$ cat src/rtl/conv3x3_sched.sv
// Sequencer for the 3x3 INT8 MAC array: weight load, column streaming, window tagging and result alignment.
// Optional ReLU clamp on results when CONV_RELU_EN is defined.
module conv3x3_sched #(
  parameter int IMG_W   = 480,
  parameter int IMG_H   = 272,
  parameter int MAC_LAT = 3
) (
  input  logic               clk,
  input  logic               rst_n,
  input  logic               start,
  input  logic               wt_valid,
  input  logic signed [7:0]  wt_data,
  input  logic               pix_valid,
  output logic               pix_ready,
  input  logic signed [7:0]  pix_d1,
  input  logic signed [7:0]  pix_d2,
  input  logic signed [7:0]  pix_d3,
  output logic               valid_in,
  output logic signed [7:0]  din_1,
  output logic signed [7:0]  din_2,
  output logic signed [7:0]  din_3,
  output logic signed [7:0]  weight_11,
  output logic signed [7:0]  weight_12,
  output logic signed [7:0]  weight_13,
  output logic signed [7:0]  weight_21,
  output logic signed [7:0]  weight_22,
  output logic signed [7:0]  weight_23,
  output logic signed [7:0]  weight_31,
  output logic signed [7:0]  weight_32,
  output logic signed [7:0]  weight_33,
  input  logic signed [17:0] mac_dout,
  output logic               res_valid,
  output logic signed [17:0] res_data,
  output logic               res_last,
  output logic               busy,
  output logic               done
);

  localparam int CW = $clog2(IMG_W);
  localparam int RW = $clog2(IMG_H);
  localparam int DW = $clog2(MAC_LAT + 2);

  typedef enum logic [2:0] {IDLE, LOAD_W, RUN, DRAIN, DONE} state_t;

  state_t              state;
  state_t              state_nxt;
  logic [3:0]          wt_cnt;
  logic [CW-1:0]       col;
  logic [RW-1:0]       row;
  logic [DW-1:0]       drain_cnt;
  logic                accept;
  logic                beat_is_last;
  logic                beat_win;
  logic                beat_last;
  logic [MAC_LAT-1:0]  tag_v;
  logic [MAC_LAT-1:0]  tag_l;
  logic signed [7:0]   wts [9];

  assign accept       = (state == RUN) && pix_valid;
  assign beat_is_last = (row == RW'(IMG_H - 3)) && (col == CW'(IMG_W - 1));
  assign pix_ready    = (state == RUN);
  assign busy         = (state != IDLE);
  assign done         = (state == DONE);

  assign weight_11 = wts[0];
  assign weight_12 = wts[1];
  assign weight_13 = wts[2];
  assign weight_21 = wts[3];
  assign weight_22 = wts[4];
  assign weight_23 = wts[5];
  assign weight_31 = wts[6];
  assign weight_32 = wts[7];
  assign weight_33 = wts[8];

  always_ff @(posedge clk or negedge rst_n) begin
    if (!rst_n) state <= IDLE;
    else        state <= state_nxt;
  end

  always_comb begin
    state_nxt = state;
    case (state)
      IDLE:    if (start) state_nxt = LOAD_W;
      LOAD_W:  if (wt_valid && wt_cnt == 4'd8) state_nxt = RUN;
      RUN:     if (accept && beat_is_last) state_nxt = DRAIN;
      DRAIN:   if (drain_cnt == DW'(MAC_LAT)) state_nxt = DONE;
      DONE:    state_nxt = IDLE;
      default: state_nxt = IDLE;
    endcase
  end

  // Position counters hold during pix_valid gaps; row stops at the last output row.
  always_ff @(posedge clk or negedge rst_n) begin
    if (!rst_n) begin
      wt_cnt    <= '0;
      col       <= '0;
      row       <= '0;
      drain_cnt <= '0;
    end else begin
      drain_cnt <= (state == DRAIN) ? drain_cnt + 1'b1 : '0;
      if (state == IDLE && start) begin
        wt_cnt <= '0;
        col    <= '0;
        row    <= '0;
      end
      if (state == LOAD_W && wt_valid) wt_cnt <= wt_cnt + 1'b1;
      if (accept) begin
        if (col == CW'(IMG_W - 1)) begin
          col <= '0;
          if (!beat_is_last) row <= row + 1'b1;
        end else begin
          col <= col + 1'b1;
        end
      end
    end
  end

  always_ff @(posedge clk or negedge rst_n) begin
    if (!rst_n) begin
      for (int i = 0; i < 9; i++) wts[i] <= '0;
    end else if (state == LOAD_W && wt_valid) begin
      for (int i = 0; i < 9; i++)
        if (wt_cnt == 4'(i)) wts[i] <= wt_data;
    end
  end

  always_ff @(posedge clk or negedge rst_n) begin
    if (!rst_n) begin
      valid_in  <= 1'b0;
      din_1     <= '0;
      din_2     <= '0;
      din_3     <= '0;
      beat_win  <= 1'b0;
      beat_last <= 1'b0;
    end else begin
      valid_in  <= accept;
      beat_win  <= accept && (col >= CW'(2));
      beat_last <= accept && beat_is_last;
      if (accept) begin
        din_1 <= pix_d1;
        din_2 <= pix_d2;
        din_3 <= pix_d3;
      end
    end
  end

  // Tags travel beside the array so they meet mac_dout in the cycle it is valid.
  always_ff @(posedge clk or negedge rst_n) begin
    if (!rst_n) begin
      tag_v     <= '0;
      tag_l     <= '0;
      res_valid <= 1'b0;
      res_last  <= 1'b0;
      res_data  <= '0;
    end else begin
      for (int i = MAC_LAT - 1; i > 0; i--) begin
        tag_v[i] <= tag_v[i-1];
        tag_l[i] <= tag_l[i-1];
      end
      tag_v[0]  <= beat_win;
      tag_l[0]  <= beat_last;
      res_valid <= tag_v[MAC_LAT-1];
      res_last  <= tag_l[MAC_LAT-1];
`ifdef CONV_RELU_EN
      res_data  <= mac_dout[17] ? '0 : mac_dout;
`else
      res_data  <= mac_dout;
`endif
    end
  end

endmodule

$ cat config.mk
export PLATFORM = sky130hd
export DESIGN_NAME = conv3x3_sched
export DESIGN_NICKNAME = d
export VERILOG_FILES = /design/src/rtl/conv3x3_sched.sv
export SDC_FILE = /design/constraint.sdc
export NUM_CORES = 1
export LEC_CHECK = 0
export BUFFER_PORTS_ARGS = -buffer_cell sky130_fd_sc_hd__buf_2
export CELL_PAD_IN_SITES_DETAIL_PLACEMENT = 1
export CELL_PAD_IN_SITES_GLOBAL_PLACEMENT = 1
export CORE_ASPECT_RATIO = 1.1
export CORE_MARGIN = 1
export CORE_UTILIZATION = 44
export DETAILED_ROUTE_END_ITERATION = 8
export PLACE_DENSITY_LB_ADDON = 0.08
export SETUP_SLACK_MARGIN = 0.02
export SLEW_MARGIN = 20
export SYNTH_ARGS = -nofsm -noshare
export SYNTH_HDL_FRONTEND = slang
export SYNTH_SLANG_ARGS = --single-unit
export TNS_END_PERCENT = 100
$ cat constraint.sdc
create_clock -name clk -period 3.7 [get_ports clk]
set_clock_uncertainty 0.05 [all_clocks]
set_input_delay 0.185 -clock clk [delete_from_list [all_inputs] [get_ports clk]]
set_output_delay 0.185 -clock clk [all_outputs]
set_load 0.02 [all_outputs]
==> results.yml <==
floorplan:
  dieArea_mm2: 0.01418
  die_h_um: 124.8
  initial_utilization_pct: 45.45
  die_x_um: 113.6
  core-area_mm2: 0.01327
  ios: 175
  rows: 44
critical_path:
  cp-start-kind: "flop"
  path_class: "flop to flop"
  critPathMaxFanout: 34
  cp-end-kind: "flop"
  r2r_cells: 5
  arrival_ps: 2480
  critPathRequiredTime_ps: 3950
synthesis:
  seq_area_frac_synth_pct: 63.49
  ys_types: 49
  syn_area_mm2: 0.006031
  synthCells: 464
  synthFlopType: "dfrtp_1"
  synth_edf_count: 0
  yosys_warnings: 0
  synth_async_sr_flop_share_pct: 100.0
  synth_fp_nets: 529
  synth_top_area_cell: "dfrtp_1"
  ys_top_cells_by_area: "dfrtp_1 (63%), mux2_2 (13%), nand2_1 (5.7%)"
  synth_common_cells: "dfrtp_1 (153), nand2_1 (92), mux2_2 (70)"
  ys_ff_latch: 153
  yosysMostFrequentCell: "dfrtp_1"
  avgSynthCellArea_um2: 13.00
  synth.top_cell.area_share_pct: 63.49
clocking:
  cts_buffers: 17
  ctsHoldBuffers: 43
  cts_tree: "built"
  clockRootBuffer: "clkbuf_16"
  post_cts_buffers: 0
  clkTransAtPathRegs_ps: 60
  clock_latency_ps: 420
  cts_resized: 0
  cts_htree_levels: 4
  clk_path_buf_depth: 2
  cts_sinks: 153
route:
  routed_wl_um: 16250
  top_layer_used: "met4"
  drt-initial-drc-count: 181
  final_antenna_net_count: 0
  wl_met3_um: 612
  drc: 0
  wl_per_cell_um: 18.44
  vias: 4446
  wl_met1_um: 6441
  viasPerCell: 5.047
  drt_pass1_iterations: 4
  met2_length_um: 8862
timing:
  min_period_ps: 2226
  maxSlewHeadroom_pct: 39.73
  drv_slew: 0
  finalCritPeriodShare_pct: 60.16
  fmax_ghz: 0.4492
  hold_viol: 0
  rsz0062_at_grt: "false"
  tns_ps: 0
  worst_slew_pin_slew_ps: 904.0
  setup_viol: 0
hold_path:
  min_path_cells: 3
  min_path_type: "input pin to flop"
placed_design:
  place.gp.congestion: 0.7803
  post-dp-hpwl_um: 9821
  port_buffers: 174
pwr:
  power_w: 0.006536
  combinationalPowerShare_pct: 31.3
  powerDensity_mw_per_mm2: 800.2
  leakage_nw: 4.141
  swShare_pct: 34.20
  internal_power_w: 0.004301
  clock_power_share_pct: 30.2
  p_sw_w: 0.002235
  p_seq_share_pct: 38.5
  ir_worst_vdd_mv: 0.4076
global_routing:
  grt_pass1_wl_um: 26090
  grt_overflow: 0
  grt.total_usage_pct: 24.56
  grt_max_degree: 118
  grt_pass1_vias: 4727
  antenna_found_initial: 1
finish:
  max_flop_register: "res_data"
  nets: 748
  top_regs: "res_data x18, col x9, row x9"
  drive_above_1_share_pct: 41.52
  largest_register_ffs: 18
  areaGrowthSynthToFinish_pct: 35.44
outcome:
  status: "finished clean"
flow_run:
  cap_viol_max_count: 0
## through the flow
stage / util (%) / setup WS (ps) / hold WS, ps / instances / area [um2]
floorplan: - / 1943 / -160.6 / 464 / 6031
detailed placement: 53.17 / 1445 / 245.0 / 805 / 7054
finish: 61.56 / 1474 / 70.33 / 881 / 8168
global placement: 53.17 / 1499 / 242.6 / 805 / 7054
global route: 61.56 / 1284 / 97.61 / 881 / 8168
CTS: 61.52 / 1422 / 54.72 / 880 / 8163
## cell type report
| class | count | area, um2 |
|---|---|---|
| Clock buffer | 21 | 460.4 |
| Inverter | 7 | 27.53 |
| Multi-Input combinational cell | 283 | 2061 |
| Sequential cell | 153 | 3829 |
| Fill cell | 1387 | 5100 |
| Clock inverter | 11 | 217.7 |
| Antenna cell | 1 | 2.502 |
| Timing Repair Buffer | 221 | 1340 |
| Tap cell | 184 | 230.2 |
## power groups by stage
stage | Clock [W] | Sequential (W) | Combinational [W]
finish | 0.00198 | 0.00251 | 0.00205
global route | 0.00207 | 0.00258 | 0.00220
CTS | 0.00201 | 0.00251 | 0.00206
detailed placement | 0 | 0.00252 | 0.00199
global placement | 0 | 0.00249 | 0.00194
floorplan | 0 | 0.00304 | 0.000715
## worst paths after layout
check	slack [ps]	start	end
setup reg to reg	1470	state[0]$_DFFE_PN0P_	state[0]$_DFFE_PN0P_
setup / recovery	1470	state[0]$_DFFE_PN0P_	state[0]$_DFFE_PN0P_
hold reg to reg	300	tag_l[1]$_DFF_PN0_	tag_l[2]$_DFF_PN0_
max in group asynchronous	2320	rst_n	row[7]$_DFF_PN0_
min in group asynchronous	460	rst_n	res_data[14]$_DFF_PN0_
hold / removal	70	start	state[0]$_DFFE_PN0P_
## critical path, stage by stage (launching register included)
cell	delay (ps)
dfrtp_1	620
nand4bb_4	230
clkinv_2	390
and4_1	430
a221oi_1	300
nor2_1	80
## cell families after synthesis
family,after synthesis,share of synthesized area [%]
simple gates,162,14.13
fa+ha+maj,10,2.075
xor+xnor,2,0.2905
flops,153,63.49
compound gates,31,3.216
buf+inv,28,2.344
mux,78,14.46
## placed cells by master, fill, tap and decap left out, types with 3 or more instances in the layout
master	netlist	routed
nand3_1	9	9
inv_1	6	6
clkbuf_8	0	3
mux2_1	3	3
nand2_1	92	92
mux2i_1	5	5
bufinv_16	0	6
dfrtp_1	153	153
mux2_2	70	70
and3_1	5	5
and2_1	6	6
a31oi_1	6	6
nand4_1	8	8
nor4_1	4	4
dlygate4sd3_1	0	43
o21ai_0	9	9
o211ai_1	4	4
ha_1	10	10
nor2_1	10	10
nand2_2	4	4
buf_2	6	173
buf_4	5	4
nor3_1	3	3
a21oi_1	6	6
clkbuf_16	0	17
## per-layer routing
layer | up-vias | GRT usage [%]
met3 | 28 | 4.331
met4 | 0 | 9.598
met1 | 2251 | 28.56
met5 | - | 0
li1 | 2043 | -
met2 | 124 | 44.37
No activity file was read; power rests on OpenSTA's default activity.
